<file path="src/rtl/square_calculator_pkg.sv">
// Shared definitions for the square/sqrt calculator family: FSM encodings and default operand width.
package square_calculator_pkg;

  // Default operand width; results are twice this wide.
  localparam int unsigned SQ_DEFAULT_WIDTH = 16;

  // Controller state encodings shared by the calculator blocks.
  localparam logic [1:0] SQ_ENC_IDLE = 2'd0;
  localparam logic [1:0] SQ_ENC_CALC = 2'd1;
  localparam logic [1:0] SQ_ENC_DONE = 2'd2;

  typedef enum logic [1:0] {
    ST_IDLE = SQ_ENC_IDLE,
    ST_CALC = SQ_ENC_CALC,
    ST_DONE = SQ_ENC_DONE
  } sq_state_e;

  // Bits needed for an iteration counter that must reach 'width'.
  function automatic int unsigned sq_cnt_width(input int unsigned width);
    return $clog2(width) + 1;
  endfunction

endpackage

</file>
<file path="src/rtl/square_calculator.sv">
// Sequential squarer: one shift-add iteration per cycle, fixed WIDTH-cycle latency.
module square_calculator
  import square_calculator_pkg::*;
#(
  parameter int unsigned WIDTH = SQ_DEFAULT_WIDTH
) (
  input  logic               clk,
  input  logic               rst,
  input  logic               start,
  input  logic [WIDTH-1:0]   value,
  output logic               busy,
  output logic               done,
  output logic [2*WIDTH-1:0] square
);

  localparam int unsigned RES_W = 2 * WIDTH;
  localparam int unsigned CNT_W = sq_cnt_width(WIDTH);
  localparam logic [CNT_W-1:0] LAST_ITER = CNT_W'(WIDTH - 1);

  sq_state_e        state_q, state_d;
  logic [RES_W-1:0] mcand_q;
  logic [RES_W-1:0] acc_q, acc_d;
  logic [WIDTH-1:0] mplier_q;
  logic [CNT_W-1:0] cnt_q;
  logic [RES_W-1:0] square_q;
  logic             busy_q;
  logic             done_q;
  logic             last_iter;

  assign busy   = busy_q;
  assign done   = done_q;
  assign square = square_q;

  // Next accumulator value and next controller state.
  always_comb begin
    state_d   = state_q;
    last_iter = (cnt_q == LAST_ITER);
    acc_d     = mplier_q[0] ? (acc_q + mcand_q) : acc_q;
    case (state_q)
      ST_IDLE: if (start) state_d = ST_CALC;
      ST_CALC: if (last_iter) state_d = ST_DONE;
      ST_DONE: state_d = ST_IDLE;
      default: state_d = ST_IDLE;
    endcase
  end

  // State register, shift-add datapath and registered outputs.
  always_ff @(posedge clk or posedge rst) begin
    if (rst) begin
      state_q  <= ST_IDLE;
      mcand_q  <= '0;
      acc_q    <= '0;
      mplier_q <= '0;
      cnt_q    <= '0;
      square_q <= '0;
      busy_q   <= 1'b0;
      done_q   <= 1'b0;
    end else begin
      state_q <= state_d;
      case (state_q)
        ST_IDLE: begin
          done_q <= 1'b0;
          if (start) begin
            mcand_q  <= RES_W'(value);
            mplier_q <= value;
            acc_q    <= '0;
            cnt_q    <= '0;
            busy_q   <= 1'b1;
          end
        end
        ST_CALC: begin
          acc_q    <= acc_d;
          mcand_q  <= mcand_q << 1;
          mplier_q <= mplier_q >> 1;
          cnt_q    <= cnt_q + CNT_W'(1);
          // Final iteration: publish the completed product as we enter DONE.
          if (last_iter) begin
            square_q <= acc_d;
            done_q   <= 1'b1;
          end
        end
        ST_DONE: begin
          done_q <= 1'b0;
          busy_q <= 1'b0;
        end
        default: begin
          done_q <= 1'b0;
          busy_q <= 1'b0;
        end
      endcase
    end
  end

endmodule

</file>
<file path="config.mk">
export PLATFORM = sky130hd
export DESIGN_NAME = square_calculator
export DESIGN_NICKNAME = d
export VERILOG_FILES = /design/src/rtl/square_calculator_pkg.sv /design/src/rtl/square_calculator.sv
export SDC_FILE = /design/constraint.sdc
export NUM_CORES = 1
export LEC_CHECK = 0
export ABC_AREA = 1
export ABC_CLOCK_PERIOD_IN_PS = 9700
export CORE_MARGIN = 1.5
export CORE_UTILIZATION = 45
export DETAILED_ROUTE_END_ITERATION = 8
export PLACE_DENSITY_LB_ADDON = 0.08
export SYNTH_ARGS = -nofsm -noshare
export SYNTH_HDL_FRONTEND = slang
export SYNTH_SLANG_ARGS = --single-unit
</file>
<file path="constraint.sdc">
create_clock -name clk -period 9.7 [get_ports clk]
set_input_delay 1.94 -clock clk [delete_from_list [all_inputs] [get_ports clk]]
set_output_delay 1.94 -clock clk [all_outputs]
set_load 0.02 [all_outputs]
</file>
Word-level counts from Yosys, hierarchy flattened:

Index checks and enable logic that the tools add are counted.

* add/sub/neg operators: 2
* equal/unequal tests: 4
* muxes and demuxes: 16
* bitwise gates (word level): 1
* reductions and logical operators: 6

Operator list (number)
* 32-bit one-hot mux with 2 select lines: 2
* 32-bit two-way mux: 3
* 32-bit adder: 1
* 16-bit one-hot mux with 2 select lines: 1
* 16-bit two-way mux: 1
* 5-bit one-hot mux with 2 select lines: 1
* 2-bit AND reduction: 4
* 5-bit by 1-bit adder with 5-bit output, second input constant: 1
* 5-bit by 4-bit == test with 1-bit output, second input constant: 1
* 5-bit two-way mux: 1
* 2-bit two-way mux: 2
* 2-bit != test, second input constant: 2
* 2-bit one-hot mux with 2 select lines: 1
* 1-bit two-way mux: 3
* 2-bit by 1-bit == test with 1-bit output, second input constant: 1
* 2-bit zero test: 1
* 1-bit one-hot mux with 2 select lines: 1
* 2-bit nonzero test: 1
* 1-bit inverter: 1

* flip-flop bits (word level): 121
* bits of input ports: 19
* output and inout bits: 34
* word-level logic and storage cells: 37

Longest topological paths before layout:

* depth in word-level cells: 3
* depth in mapped cells: 13
* gate-level depth less buffers: 13

Worst setup path after synthesis:

OpenSTA, ideal clock, no wires.

* path kind: input-to-reg
* from: input start
* to: register acc_q[5]
* setup time: 141 ps
* data arrival time: 2668 ps
* data required time: 9559 ps
* slack: 6891 ps
* stages: 6
* buffers on the path: 1
* cell sequence: nand2_1 -> nor2_2 -> nor2_2 -> inv_2 -> buf_2 -> o22ai_1

* longest elaborated chain between the ends: 2

Ends and longest elaborated chain
* start: declaration: line square_calculator.sv:9 `input logic start,`
* 2-bit != test (no source line)
* 2-bit AND reduction (no source line)
* end signal: assignment: line square_calculator.sv:52 `acc_q <= '0;`
* end signal: assignment: line square_calculator.sv:66 `acc_q <= '0;`
* end signal: assignment: line square_calculator.sv:72 `acc_q <= acc_d;`
* end: declaration: line square_calculator.sv:22 `logic [RES_W-1:0] acc_q, acc_d;`

No other way between the ends.
A chain may end at the register's enable or synchronous reset.

Worst setup path after layout:

* from: input start
* to: register mplier_q[1]

* longest elaborated chain between the ends: 2

Ends and longest elaborated chain
* 2-bit != test (no source line)
* 2-bit AND reduction (no source line)
* end signal: assignment: line square_calculator.sv:65 `mplier_q <= value;`
* end signal: assignment: line square_calculator.sv:74 `mplier_q <= mplier_q >> 1;`
* end: declaration: line square_calculator.sv:23 `logic [WIDTH-1:0] mplier_q;`

No other way between the ends.

==> flow_metrics.env <==
export IMPL_async_reset_ff_share_pct=100
export IMPL_route_vias_total=6482
export IMPL_clock_tree_from_tritoncts="yes"
export IMPL_grt_use_total_pct=23.2
export IMPL_die_y_um=132
export IMPL_cap_violations=0
export IMPL_avgViaCountPerCell=4.88
export IMPL_grt_overflow_total=0
export IMPL_number_of_primary_i_o_pins=53
export IMPL_maximum_number_of_pins_on_one_net_before_global_route_repair=66
export IMPL_cts_hold_buffers=0
export IMPL_worstMarginPinSlew_ps=893
export IMPL_clock_path_buffers=2
export IMPL_fraction_of_the_yosys_area_taken_by_sequential_cells_pct=40.6
export IMPL_detailedPlacementHpwl_um=13200
export IMPL_holdCritPathClass="reg2reg"
export IMPL_wl_um=19000
export IMPL_fin_worst_hold_slack_ps=469
export IMPL_total_cts_buffers=17
export IMPL_final_setup_viol_count=0
export IMPL_core_um2=16100
export IMPL_wl_met3_um=567
export IMPL_timing_final_crit_period_ps=3630
export IMPL_hold_vio_cnt_final=0
export IMPL_clock_insertion_delay_worst_skew_ps=420
export IMPL_diodes=0
export IMPL_synth_enable_flop_cells=0
export IMPL_post_cts_resize_count=0
export IMPL_register_area_um2=3030
export IMPL_multi_input_comb_area_um2=3680
export IMPL_postRouteAntennaNets=0
export IMPL_gp_routability_congestion=0.937
export IMPL_die_width_um=132
export IMPL_status="finished clean"
export IMPL_dr_wl_met2_um=7930
export IMPL_setup_worst_path_end_class="flip-flop"
export IMPL_crit_chain="clkdlybuf4s50_1 -> nand2_1 -> nor2_2 -> nor2_4 -> inv_2 -> o21ai_0 -> o22ai_1"
export IMPL_synth_cell_area_um2=7460
export IMPL_post_cts_setup_buffers=0
export IMPL_timing_critical_path_slowest_stage_cell="inv_2"
export IMPL_setup_worst_path_start_class="primary input"
export IMPL_clkSlewWorstSetupHoldPaths_ps=50
export IMPL_synthesis_nets=1112
export IMPL_maxUsedRoutingLayer="met4"
export IMPL_final_max_slew_viol_count=0
export IMPL_cp_required_ps=10040
export IMPL_initial_utilization_pct=46.4
export IMPL_synth_flop_cell="dfrtp_1"
export IMPL_static_leakage_power_nw=4.74
export IMPL_drc=0
export IMPL_netlist_instances=1059
export IMPL_area_growth_pct=17.8
export IMPL_clock_sinks=121
export IMPL_number_of_global_route_vias_before_repair=6238
export IMPL_placement_rows=46
export IMPL_antenna_found_initial=0
export IMPL_worstSetupPathType="in2reg"
export IMPL_timing_final_crit_share_pct=37.4
export IMPL_wire_length_of_the_first_global_routing_pass_um=31900
export IMPL_critical_path_max_stage_delay_ps=570
export IMPL_cp_data_arrival_time_ps=3960
export IMPL_timing_slew_headroom_pct=40.3
export IMPL_ys_seq_elements=121
export IMPL_cts_htree_levels=4
export IMPL_post_route_cells_drive_above_1_share_pct=7.46
export IMPL_yosysUniqueCellTypes=38
export IMPL_met1Wirelength_um=10200
export IMPL_fmax_ghz=0.276
export IMPL_synth_yosys_warnings=0
export IMPL_worst_path_max_fanout=36
export IMPL_timing_setup_tns_ps=0
export IMPL_dpl_instance_area_um2=8150
export IMPL_drtPass1Iterations=5
export IMPL_rsz0062_at_grt="no"
export IMPL_routedWlPerCell_um=14.3
export IMPL_vdd_ir_drop_max_mv=0.197
export IMPL_post_route_cell_area_um2=8790
export IMPL_io_buffer_count=52
export IMPL_powerDensity_nw_per_um2=412
export IMPL_design_die_area_um2=17400
export IMPL_initialDrtViolationCount=403
export IMPL_syn_avg_cell_area_um2=7.04
export IMPL_design_final_nets=1157
export IMPL_clock_root_buffer="clkbuf_16"
export IMPL_fillerInstances=1552
export IMPL_fin_skew_ps=9.48
[through the flow]
stage	total power (W)	util (%)	worst slack, ps	instances
3_3_place_gp	0.00289	50.8	5690	1301
5_1_grt	0.00396	54.7	5920	1329
4_1_cts	0.00363	54.7	6070	1329
2_1_floorplan	0.00239	-	4550	1059
3_5_place_dp	0.00291	50.8	5640	1301
6_report	0.00362	54.7	6070	1329
[critical path, delay by kind of cell]
family / cells / cell delay, ps
and+or+nand+nor: 3 / 650
buffers and inverters: 2 / 1020
AOI/OAI and AO/OA: 2 / 350
[final cells by class]
cell class,count,area share [%]
clock inverters,8,1.94
flip-flops and latches,121,34.5
multi-input cells,744,41.9
repair buffers,56,6.27
clock buffers,20,5.31
inverters,164,7.03
well taps,216,3.08
[path summary, 6_finish.rpt]
| path | start | end | cells after the start | slack, ps |
|---|---|---|---|---|
| worst max-delay path | start | mplier_q[1] | 7 | 6070 |
| worst min-delay path | square[0] | square[0] | 2 | 470 |
| worst min register to register | square[0] | square[0] | 2 | 470 |
| min in group asynchronous | rst | square[29] | 2 | 2000 |
| max in group asynchronous | rst | mcand_q[8] | 3 | 6370 |
| worst max register to register | cnt_q[0] | square[3] | 9 | 6950 |
[metal layers]
| layer | vias to the layer above | global-route usage (%) |
|---|---|---|
| met5 | - | 0 |
| met4 | 0 | 7.65 |
| met3 | 22 | 3.19 |
| met2 | 109 | 34.2 |
| met1 | 2942 | 35.1 |
| li1 | 3409 | - |
[state kept, by name, summed over array words and instances (netlist names)]
name	cells
acc_q	32
busy	1
cnt_q	5
done	1
mcand_q	32
mplier_q	16
square	32
state_q	2
[cells in the mapped netlist, types with 15 or more instances]
master / number / area [µm²]
a21oi_1: 20 / 100
buf_2: 16 / 80.1
dfrtp_1: 121 / 3030
ha_1: 33 / 413
inv_1: 157 / 589
nand2_1: 407 / 1530
nand3_1: 103 / 515
nor2_1: 42 / 158
o21ai_0: 18 / 90.1
o22ai_1: 24 / 150
or2_2: 15 / 93.8
[cells by family after synthesis]
| group | count (synthesis) | share of synthesized area [%] |
|---|---|---|
| simple gates | 601 | 34.3 |
| buf+inv | 194 | 10.1 |
| flops | 121 | 40.6 |
| compound gates | 94 | 7.47 |
| fa+ha+maj | 34 | 5.80 |
| xor+xnor | 15 | 1.76 |
[placed cells by master, fill, tap and decap left out, types with 10 or more instances in the layout]
| cell | instances |
|---|---|
| a21oi_1 | 20 |
| clkbuf_16 | 17 |
| clkdlybuf4s50_1 | 52 |
| dfrtp_1 | 121 |
| ha_1 | 33 |
| inv_1 | 155 |
| nand2_1 | 407 |
| nand2_2 | 12 |
| nand3_1 | 103 |
| nand3_2 | 10 |
| nor2_1 | 42 |
| o21ai_0 | 18 |
| o21ai_1 | 12 |
| o22ai_1 | 24 |
| or2_2 | 15 |
[where the power goes]
group          total, W  internal (W)  switching, W
logic           0.00203      0.000736       0.00130
clock network  0.000697      0.000470      0.000227
registers      0.000891      0.000737      0.000155
No activity file was read; power rests on OpenSTA's default activity.
